$ cat src/rtl/cpu_defs.sv
// ============================================================================
// Module   : cpu_defs
// Purpose  : Shared RV32 pipeline definitions for the execute-stage shift slot.
// Revision : 1.0 - initial release
// ============================================================================
`default_nettype none

package cpu_defs;

    localparam int XLEN    = 32;
    localparam int RD_W    = 5;
    localparam int SHAMT_W = 5;

    // Encoding 2'b10 is reserved and executes as a left shift.
    typedef enum logic [1:0] {
        SH_SLL = 2'b00,
        SH_SRL = 2'b01,
        SH_RSV = 2'b10,
        SH_SRA = 2'b11
    } shift_op_e;

    typedef struct packed {
        logic [XLEN-1:0] result;
        logic [RD_W-1:0] rd;
        logic            we;
    } ex_payload_t;

endpackage

`default_nettype wire

$ cat src/rtl/ex_shift_stage_shifter.sv
// ============================================================================
// Module   : ex_shift_stage_shifter
// Purpose  : Combinational barrel shifter (left, logical right, arithmetic right).
// Revision : 1.0 - initial release
// ============================================================================
`default_nettype none

module ex_shift_stage_shifter #(
    parameter int XLEN = 32,
    parameter int SA_W = 5
) (
    input  logic [XLEN-1:0] data,
    input  logic [SA_W-1:0] sa,
    input  logic            right,
    input  logic            arith,
    output logic [XLEN-1:0] result
);

    // Kept in its own signed net so the ternary below cannot strip signedness.
    logic signed [XLEN-1:0] w_sra;
    logic        [XLEN-1:0] w_srl;
    logic        [XLEN-1:0] w_sll;

    assign w_sra = $signed(data) >>> sa;
    assign w_srl = data >> sa;
    assign w_sll = data << sa;

    always_comb begin
        result = w_sll;
        if (right) begin
            result = arith ? w_sra : w_srl;
        end
    end

endmodule

`default_nettype wire

$ cat src/rtl/ex_shift_stage.sv
// ============================================================================
// Module   : ex_shift_stage
// Purpose  : EX shift slot with 2-entry skid buffer into the EX/MEM boundary.
// Revision : 1.0 - initial release
// ============================================================================
`default_nettype none

module ex_shift_stage
    import cpu_defs::*;
#(
    parameter int XLEN = cpu_defs::XLEN,
    parameter int RD_W = cpu_defs::RD_W
) (
    input  logic            clk,
    input  logic            rst,
    input  logic            flush,
    input  logic            in_valid,
    output logic            in_ready,
    input  logic [1:0]      in_op,
    input  logic            in_use_imm,
    input  logic [XLEN-1:0] in_rs1,
    input  logic [XLEN-1:0] in_rs2,
    input  logic [4:0]      in_imm_sh,
    input  logic [RD_W-1:0] in_rd,
    output logic            out_valid,
    input  logic            out_ready,
    output logic [XLEN-1:0] out_result,
    output logic [RD_W-1:0] out_rd,
    output logic            out_we,
    output logic            fwd_valid,
    output logic [RD_W-1:0] fwd_rd,
    output logic [XLEN-1:0] fwd_data
);

    typedef struct packed {
        logic [XLEN-1:0] result;
        logic [RD_W-1:0] rd;
        logic            we;
    } payload_t;

    shift_op_e       w_op;
    logic            w_right;
    logic            w_arith;
    logic [4:0]      w_shamt;
    logic [XLEN-1:0] w_shift_res;
    logic            w_accept;
    logic            w_drain;
    logic            w_main_free;
    logic            w_unused;
    payload_t        w_new;

    logic            r_out_valid;
    logic            r_skid_valid;
    payload_t        r_main;
    payload_t        r_skid;

    assign w_op     = shift_op_e'(in_op);
    assign w_right  = (w_op == SH_SRL) || (w_op == SH_SRA);
    assign w_arith  = (w_op == SH_SRA);
    assign w_shamt  = in_use_imm ? in_imm_sh : in_rs2[4:0];
    assign w_unused = ^in_rs2[XLEN-1:5];

    ex_shift_stage_shifter #(
        .XLEN (XLEN),
        .SA_W (5)
    ) u_shifter (
        .data   (in_rs1),
        .sa     (w_shamt),
        .right  (w_right),
        .arith  (w_arith),
        .result (w_shift_res)
    );

    assign w_new.result = w_shift_res;
    assign w_new.rd     = in_rd;
    assign w_new.we     = (in_rd != '0);

    // in_ready is a flop output: the skid slot being empty is the only gate.
    assign in_ready    = ~r_skid_valid;
    assign w_accept    = in_valid & in_ready;
    assign w_drain     = r_out_valid & out_ready;
    assign w_main_free = ~r_out_valid | w_drain;

    always_ff @(posedge clk or posedge rst) begin
        if (rst) begin
            r_out_valid  <= 1'b0;
            r_skid_valid <= 1'b0;
        end else if (flush) begin
            r_out_valid  <= 1'b0;
            r_skid_valid <= 1'b0;
        end else if (w_main_free) begin
            if (r_skid_valid) begin
                r_out_valid  <= 1'b1;
                r_skid_valid <= 1'b0;
            end else begin
                r_out_valid  <= w_accept;
            end
        end else if (w_accept) begin
            r_skid_valid <= 1'b1;
        end
    end

    // Payload registers ignore flush; consumers qualify on out_valid.
    always_ff @(posedge clk or posedge rst) begin
        if (rst) begin
            r_main <= '0;
            r_skid <= '0;
        end else if (!flush) begin
            if (w_main_free) begin
                if (r_skid_valid) begin
                    r_main <= r_skid;
                end else if (w_accept) begin
                    r_main <= w_new;
                end
            end else if (w_accept) begin
                r_skid <= w_new;
            end
        end
    end

    assign out_valid  = r_out_valid;
    assign out_result = r_main.result;
    assign out_rd     = r_main.rd;
    assign out_we     = r_main.we;

    assign fwd_valid  = r_out_valid & r_main.we;
    assign fwd_rd     = r_main.rd;
    assign fwd_data   = r_main.result;

endmodule

`default_nettype wire

$ cat config.mk
export PLATFORM = sky130hd
export DESIGN_NAME = ex_shift_stage
export DESIGN_NICKNAME = d
export VERILOG_FILES = /design/src/rtl/cpu_defs.sv /design/src/rtl/ex_shift_stage_shifter.sv /design/src/rtl/ex_shift_stage.sv
export SDC_FILE = /design/constraint.sdc
export NUM_CORES = 1
export LEC_CHECK = 0
export ABC_AREA = 1
export CORE_AREA = 3 3 127 159
export CTS_BUF_LIST = sky130_fd_sc_hd__clkbuf_8
export DETAILED_ROUTE_END_ITERATION = 8
export DIE_AREA = 0 0 130 162
export GPL_ROUTABILITY_DRIVEN = 0
export PLACE_DENSITY_LB_ADDON = 0.1
export SLEW_MARGIN = 25
export SYNTH_ARGS = -nofsm -noshare
export SYNTH_HDL_FRONTEND = slang
export SYNTH_HIERARCHICAL = 1
export SYNTH_SLANG_ARGS = --single-unit
$ cat constraint.sdc
create_clock -name clk -period 3.3 [get_ports clk]
set_input_delay 0.66 -clock clk [delete_from_list [all_inputs] [get_ports clk]]
set_output_delay 0.66 -clock clk [all_outputs]
set_load 0.02 [all_outputs]
; After elaboration in Yosys (flattened, before gate mapping)
; Cells that the tools add are included.
[classes]
n_eq_ne = 2
n_reduce_logical = 7
bitwise_logic = 8
n_mux = 11
shifts = 3
[op_table]
columns = op, n
row1 = $mux W38, 2
row2 = $mux W32, 2
row3 = $shl A32 B5 Y32, 1
row4 = $shr A32 B5 Y32, 1
row5 = $sshr A32 B5 Y32, 1
row6 = $mux W1, 6
row7 = $reduce_and A3 Y1, 2
row8 = $mux W5, 1
row9 = $reduce_bool A5 Y1, 1
row10 = $not A1 Y1, 4
row11 = $reduce_bool A2 Y1, 2
row12 = $and A1 B1 Y1, 3
row13 = $reduce_bool A3 Y1, 1
row14 = $eq A2 B1 Y1 const B, 1
row15 = $eq A2 B2 Y1 const B, 1
row16 = $logic_or A1 B1 Y1, 1
row17 = $or A1 B1 Y1, 1
[totals]
out_inout_bits = 78
register_bits = 78

; Logic depth before layout (Yosys ltp)
[logic_depth]
word_depth = 6
ltp_mapped = 19
mapped_depth_nobuf = 18

; Hierarchy
; The synthesis kept the hierarchy.
[by_module_without_submodules]
columns = mod, instances, cells_per_inst, seq_area_each_um2, area_each_um2
row1 = ex_shift_stage, 1, 471, 1951.9, 3774.9
row2 = ex_shift_stage_shifter, 1, 760, 0.0, 3668.5

; Worst setup path before layout
; No wires, ideal clock.
[synth_timing]
path_type = input-to-reg
startpoint = input port in_use_imm
endpoint = register r_main (netlist bit fwd_data[5])
arrival_time_ps = 2193
cell_stages = 17
setup_ps = 65
path_slack_ps = 1042
path_buffers = 2
cell_sequence = mux2_2 buf_6 inv_6 buf_12 nand2_1 and2_1 nand2_1 nand3_1 nand3_1 nand3_1 nand2_1 inv_1 nand2_1 inv_1 o21ai_0 nand2_1 nand2_1
[synth_rtl]
columns = element, line
row1 = "start, declared", ex_shift_stage.sv:20  ; input logic in_use_imm,
row2 = "end signal, assigned", ex_shift_stage.sv:111  ; r_main <= r_skid;
row3 = "end signal, assigned", ex_shift_stage.sv:113  ; r_main <= w_new;
row4 = "end, declared", ex_shift_stage.sv:54  ; payload_t r_main;

==> PnR_summary.wiki <==
{| class="wikitable"
! Metric !! Value
|-
| Run status || completed
|-
| Number of DRC violations after detailed-routing iteration 0 || 714
|-
| Dominant combinational cell family by area after synthesis || simple AND/OR/NAND/NOR gates
|-
| Static leakage power || roughly 0.0043 uW
|-
| Post-synthesis async set-or-reset flop share || 100%
|-
| DRC violations left || 0
|-
| Count of warnings emitted by yosys || 6
|-
| Register area share after synthesis || between 20% and 30%
|-
| Number of different library cells in the post-synthesis netlist || 40
|-
| Overflow left after global routing || 0
|-
| Chip width || between 100 and 150 um
|-
| Minimum clock period after layout || 2.94 ns
|-
| Worst slew margin || 49.3%
|-
| Power after layout || ~4000 uW
|-
| Die Y || roughly 160 um
|-
| Port Buf Inserts || roughly 130
|-
| TritonCTS sink count || between 70 and 80
|-
| Post-synthesis to final-layout area growth || 19.3%
|-
| Die footprint || 0.0211 mm^2
|-
| Total of fill cells in the finished design || just over 2000
|-
| Via count of the first global-routing pass || 7552
|-
| H-tree depth || 3
|-
| Register area || about 0.0020 mm^2
|-
| Total area of multi-input combinational cells || between 0.004 and 0.005 mm^2
|-
| Maximum clock frequency || approximately 0.34 GHz
|-
| Complex-gate fraction of the synthesized area || between 10 and 15%
|-
| Biggest area contributors in the synthesized netlist || sky130_fd_sc_hd__dfrtp_1, sky130_fd_sc_hd__nand2_1, sky130_fd_sc_hd__nand3_1, sky130_fd_sc_hd__o21ai_0, sky130_fd_sc_hd__buf_4
|-
| Design area || 0.00888 mm^2
|-
| Remaining number of nets flagged by the antenna check after routing || 0
|-
| Postcts setup bufs || 0
|-
| CTS clock-pin slew for the worst setup and hold paths || about 0.090 ns
|-
| Placement Cell Area || between 0.008 and 0.009 mm^2
|-
| Antenna violations before repair || 0
|-
| Worst slack, placed || -0.00781 ns
|-
| Vias per cell || 5.44
|-
| Cell taking the most area after synthesis || sky130_fd_sc_hd__dfrtp_1
|-
| Vias after detailed routing || 8277
|-
| Startpoint-to-endpoint class of the critical path || in2reg
|-
| Routed len/inst || roughly 16 um
|-
| Max-capacitance violation count || 0
|-
| CTS tree || built
|-
| Crit. End Element || flop
|-
| Number of nets produced by synthesis || around 1300
|-
| Worst Skew || between 0.015 and 0.02 ns
|-
| Total power density per cell area || roughly 450 mW/mm^2
|-
| Count of state elements after synthesis || 78
|-
| Worst-skew pair later-pin latency || about 0.36 ns
|-
| Final count of negative-setup-slack endpoints || 0
|-
| Placeable Area || 0.0188 mm^2
|-
| Post-Synthesis Cell Area || ~0.0074 mm^2
|-
| Diode count || 0
|-
| Adder-cell share of the synthesized area || 0%
|-
| Fin. Hold Viols || 0
|-
| Mean post-synth cell area || 6.05 um^2
|-
| Hold buffer count at cts || 0
|-
| Total track usage || a little under a quarter
|-
| Pin count of the biggest net entering global routing || 67
|-
| Slew at the pin closest to its max-slew limit || roughly 0.76 ns
|-
| Setup repair after global routing missed its margin || false
|-
| CTS root buffer || sky130_fd_sc_hd__clkbuf_8
|-
| Worst min-delay path category || reg2reg
|-
| Parity-gate share of the synthesized area counting xor and xnor cells || 0%
|-
| Number of synthesized flops with an enable pin || 0
|-
| Number of gates given a new drive strength after cts || 0
|-
| Row count || 56
|-
| Fin crit share || 89.2%
|-
| Ys flop type || sky130_fd_sc_hd__dfrtp_1
|-
| VDD IR max || between 150 and 200 uV
|-
| Multiplexer share of the synthesized area || 0.756%
|-
| Global-route wire length before repair || a little under 40 mm
|-
| Area share of and/or/nand/nor cells after synthesis || about 48%
|-
| Arr. time, crit path || 3.23 ns
|-
| Crit-path max FO || 33
|-
| Required time at the endpoint of the critical path || roughly 3.6 ns
|-
| Slew Viols, Final || 0
|-
| Final wirelength || between 20 and 25 mm
|-
| Initial Utilization || 39.5%
|-
| Final setup slack of the worst path || 0.356 ns
|-
| Final net count || approximately 1400
|-
| Portion of synthesized cell area occupied by the leading cell type || between 20% and 30%
|-
| Largest buffer count on any clock path || 2
|-
| Number of primary I/O pins || 160
|-
| Worst setup slack for register-to-register paths || 1.71 ns
|-
| Inserted Clock Buffers || 9
|-
| Cell count after synthesis || 1231
|-
| Router iterations before antenna repair || 6
|-
| Fraction of layout cells with a size suffix above 1 || between 6 and 7%
|-
| Kind of start point of the critical path || primary input
|-
| HPWL reported at the end of detailed placement || ~18 mm
|}
==> metal layers <==
metal | wire (um) | track usage [%] | part of all wire, %
met5 | 0 | 0 | 0
met4 | 797 | 8.41 | 3.4
met2 | 11400 | 36.4 | 48
met1 | 10300 | 31.5 | 43
met3 | 1260 | 2.27 | 5.3
==> critical path, stage by stage <==
cell	delay [ns]
sky130_fd_sc_hd__clkdlybuf4s50_1	0.53
sky130_fd_sc_hd__mux2_2	0.42
sky130_fd_sc_hd__inv_6	0.24
sky130_fd_sc_hd__nand2_1	0.13
sky130_fd_sc_hd__nand2_1	0.08
sky130_fd_sc_hd__nand2_1	0.09
sky130_fd_sc_hd__nand2_1	0.14
sky130_fd_sc_hd__nand2_1	0.09
sky130_fd_sc_hd__nand2_1	0.09
sky130_fd_sc_hd__nand3_1	0.07
sky130_fd_sc_hd__nand2_1	0.06
sky130_fd_sc_hd__inv_1	0.03
sky130_fd_sc_hd__nand2_1	0.05
sky130_fd_sc_hd__nand2_1	0.07
sky130_fd_sc_hd__nand2_1	0.09
sky130_fd_sc_hd__inv_1	0.05
sky130_fd_sc_hd__o21ai_0	0.17
sky130_fd_sc_hd__nand2_1	0.08
sky130_fd_sc_hd__nand2_1	0.07
==> cells in the mapped netlist (8+ instances only) <==
library cell                 n
sky130_fd_sc_hd__nand2_1   429
sky130_fd_sc_hd__nand3_1   303
sky130_fd_sc_hd__o21ai_0    80
sky130_fd_sc_hd__dfrtp_1    78
sky130_fd_sc_hd__inv_1      72
sky130_fd_sc_hd__buf_4      48
sky130_fd_sc_hd__buf_2      40
sky130_fd_sc_hd__nor2_1     35
sky130_fd_sc_hd__o211ai_1   20
sky130_fd_sc_hd__clkbuf_1   16
sky130_fd_sc_hd__nand4_1    14
sky130_fd_sc_hd__a21oi_1    13
sky130_fd_sc_hd__nand2_2    13
sky130_fd_sc_hd__o21ai_1    11
sky130_fd_sc_hd__buf_6       8
==> cells by family after synthesis <==
| logic type | after synthesis |
|---|---|
| flip-flops | 78 |
| buffers and inverters | 200 |
| multiplexers | 5 |
| AO/OA/AOI/OAI | 133 |
| AND/OR/NAND/NOR | 815 |
==> registers in the layout, indices dropped and copies added (netlist names) <==
name and flops:
r_skid 38, r_skid_valid 1, out_we 1, fwd_data 32, out_valid 1, fwd_rd 5
==> cell usage in the layout, fill, tap and decap left out, types with 2 or more instances in the layout <==
master and count:
sky130_fd_sc_hd__nor2_1 35, sky130_fd_sc_hd__nand3_2 4, sky130_fd_sc_hd__o21ai_1 11, sky130_fd_sc_hd__o21ai_0 80
sky130_fd_sc_hd__buf_4 21, sky130_fd_sc_hd__a21oi_2 2, sky130_fd_sc_hd__nand3b_1 3, sky130_fd_sc_hd__inv_1 73
sky130_fd_sc_hd__a21oi_1 13, sky130_fd_sc_hd__nand4_1 14, sky130_fd_sc_hd__inv_2 5, sky130_fd_sc_hd__clkdlybuf4s50_1 132
sky130_fd_sc_hd__nand3_1 303, sky130_fd_sc_hd__nor2_2 2, sky130_fd_sc_hd__bufinv_16 3, sky130_fd_sc_hd__dfrtp_1 77
sky130_fd_sc_hd__buf_12 10, sky130_fd_sc_hd__o211ai_1 20, sky130_fd_sc_hd__mux2_2 5, sky130_fd_sc_hd__clkbuf_8 10
sky130_fd_sc_hd__nand2_1 428, sky130_fd_sc_hd__clkinv_2 2, sky130_fd_sc_hd__and2_1 6, sky130_fd_sc_hd__nand2_2 14
sky130_fd_sc_hd__a31oi_1 2
==> power by group <==
part | total [uW] | internal [uW] | leakage [uW] | switching (uW)
Combinational | 1840 | 744 | 0.00314 | 1100
Sequential | 1290 | 1160 | 0.00101 | 130
Clock | 862 | 517 | 0.000129 | 346
==> final timing paths <==
path | startpoint | to | cells after the start
max | in_use_imm | fwd_data[25] | 19
min | r_skid[0] | r_skid[0] | 2
max reg2reg | out_valid | r_skid[25] | 5
min reg2reg | r_skid[0] | r_skid[0] | 2
max in group asynchronous | rst | r_skid[23] | 3
min in group asynchronous | rst | fwd_data[6] | 2
==> stage by stage <==
stage / TNS [ns] / util (%) / instances / hold slack, ns
after global routing: 0 / 47.1 / 1521 / 0.513
after floorplan: 0 / - / 1231 / 0.450
final: 0 / 47.1 / 1521 / 0.486
after CTS: 0 / 47.1 / 1521 / 0.491
after detailed placement: -0.00781 / 45.9 / 1505 / 0.466
after global placement: -0.00709 / 45.9 / 1505 / 0.465
==> layout make-up <==
type	count	share of cell area, %
Multi-Input combinational cell	953	49.7
Clock buffer	10	1.55
Clock inverter	6	1.16
Tap cell	232	3.27
Timing Repair Buffer	163	18.9
Inverter	79	3.44
Sequential cell	78	22.0
Note: power is estimated with default switching activity, not from simulation.
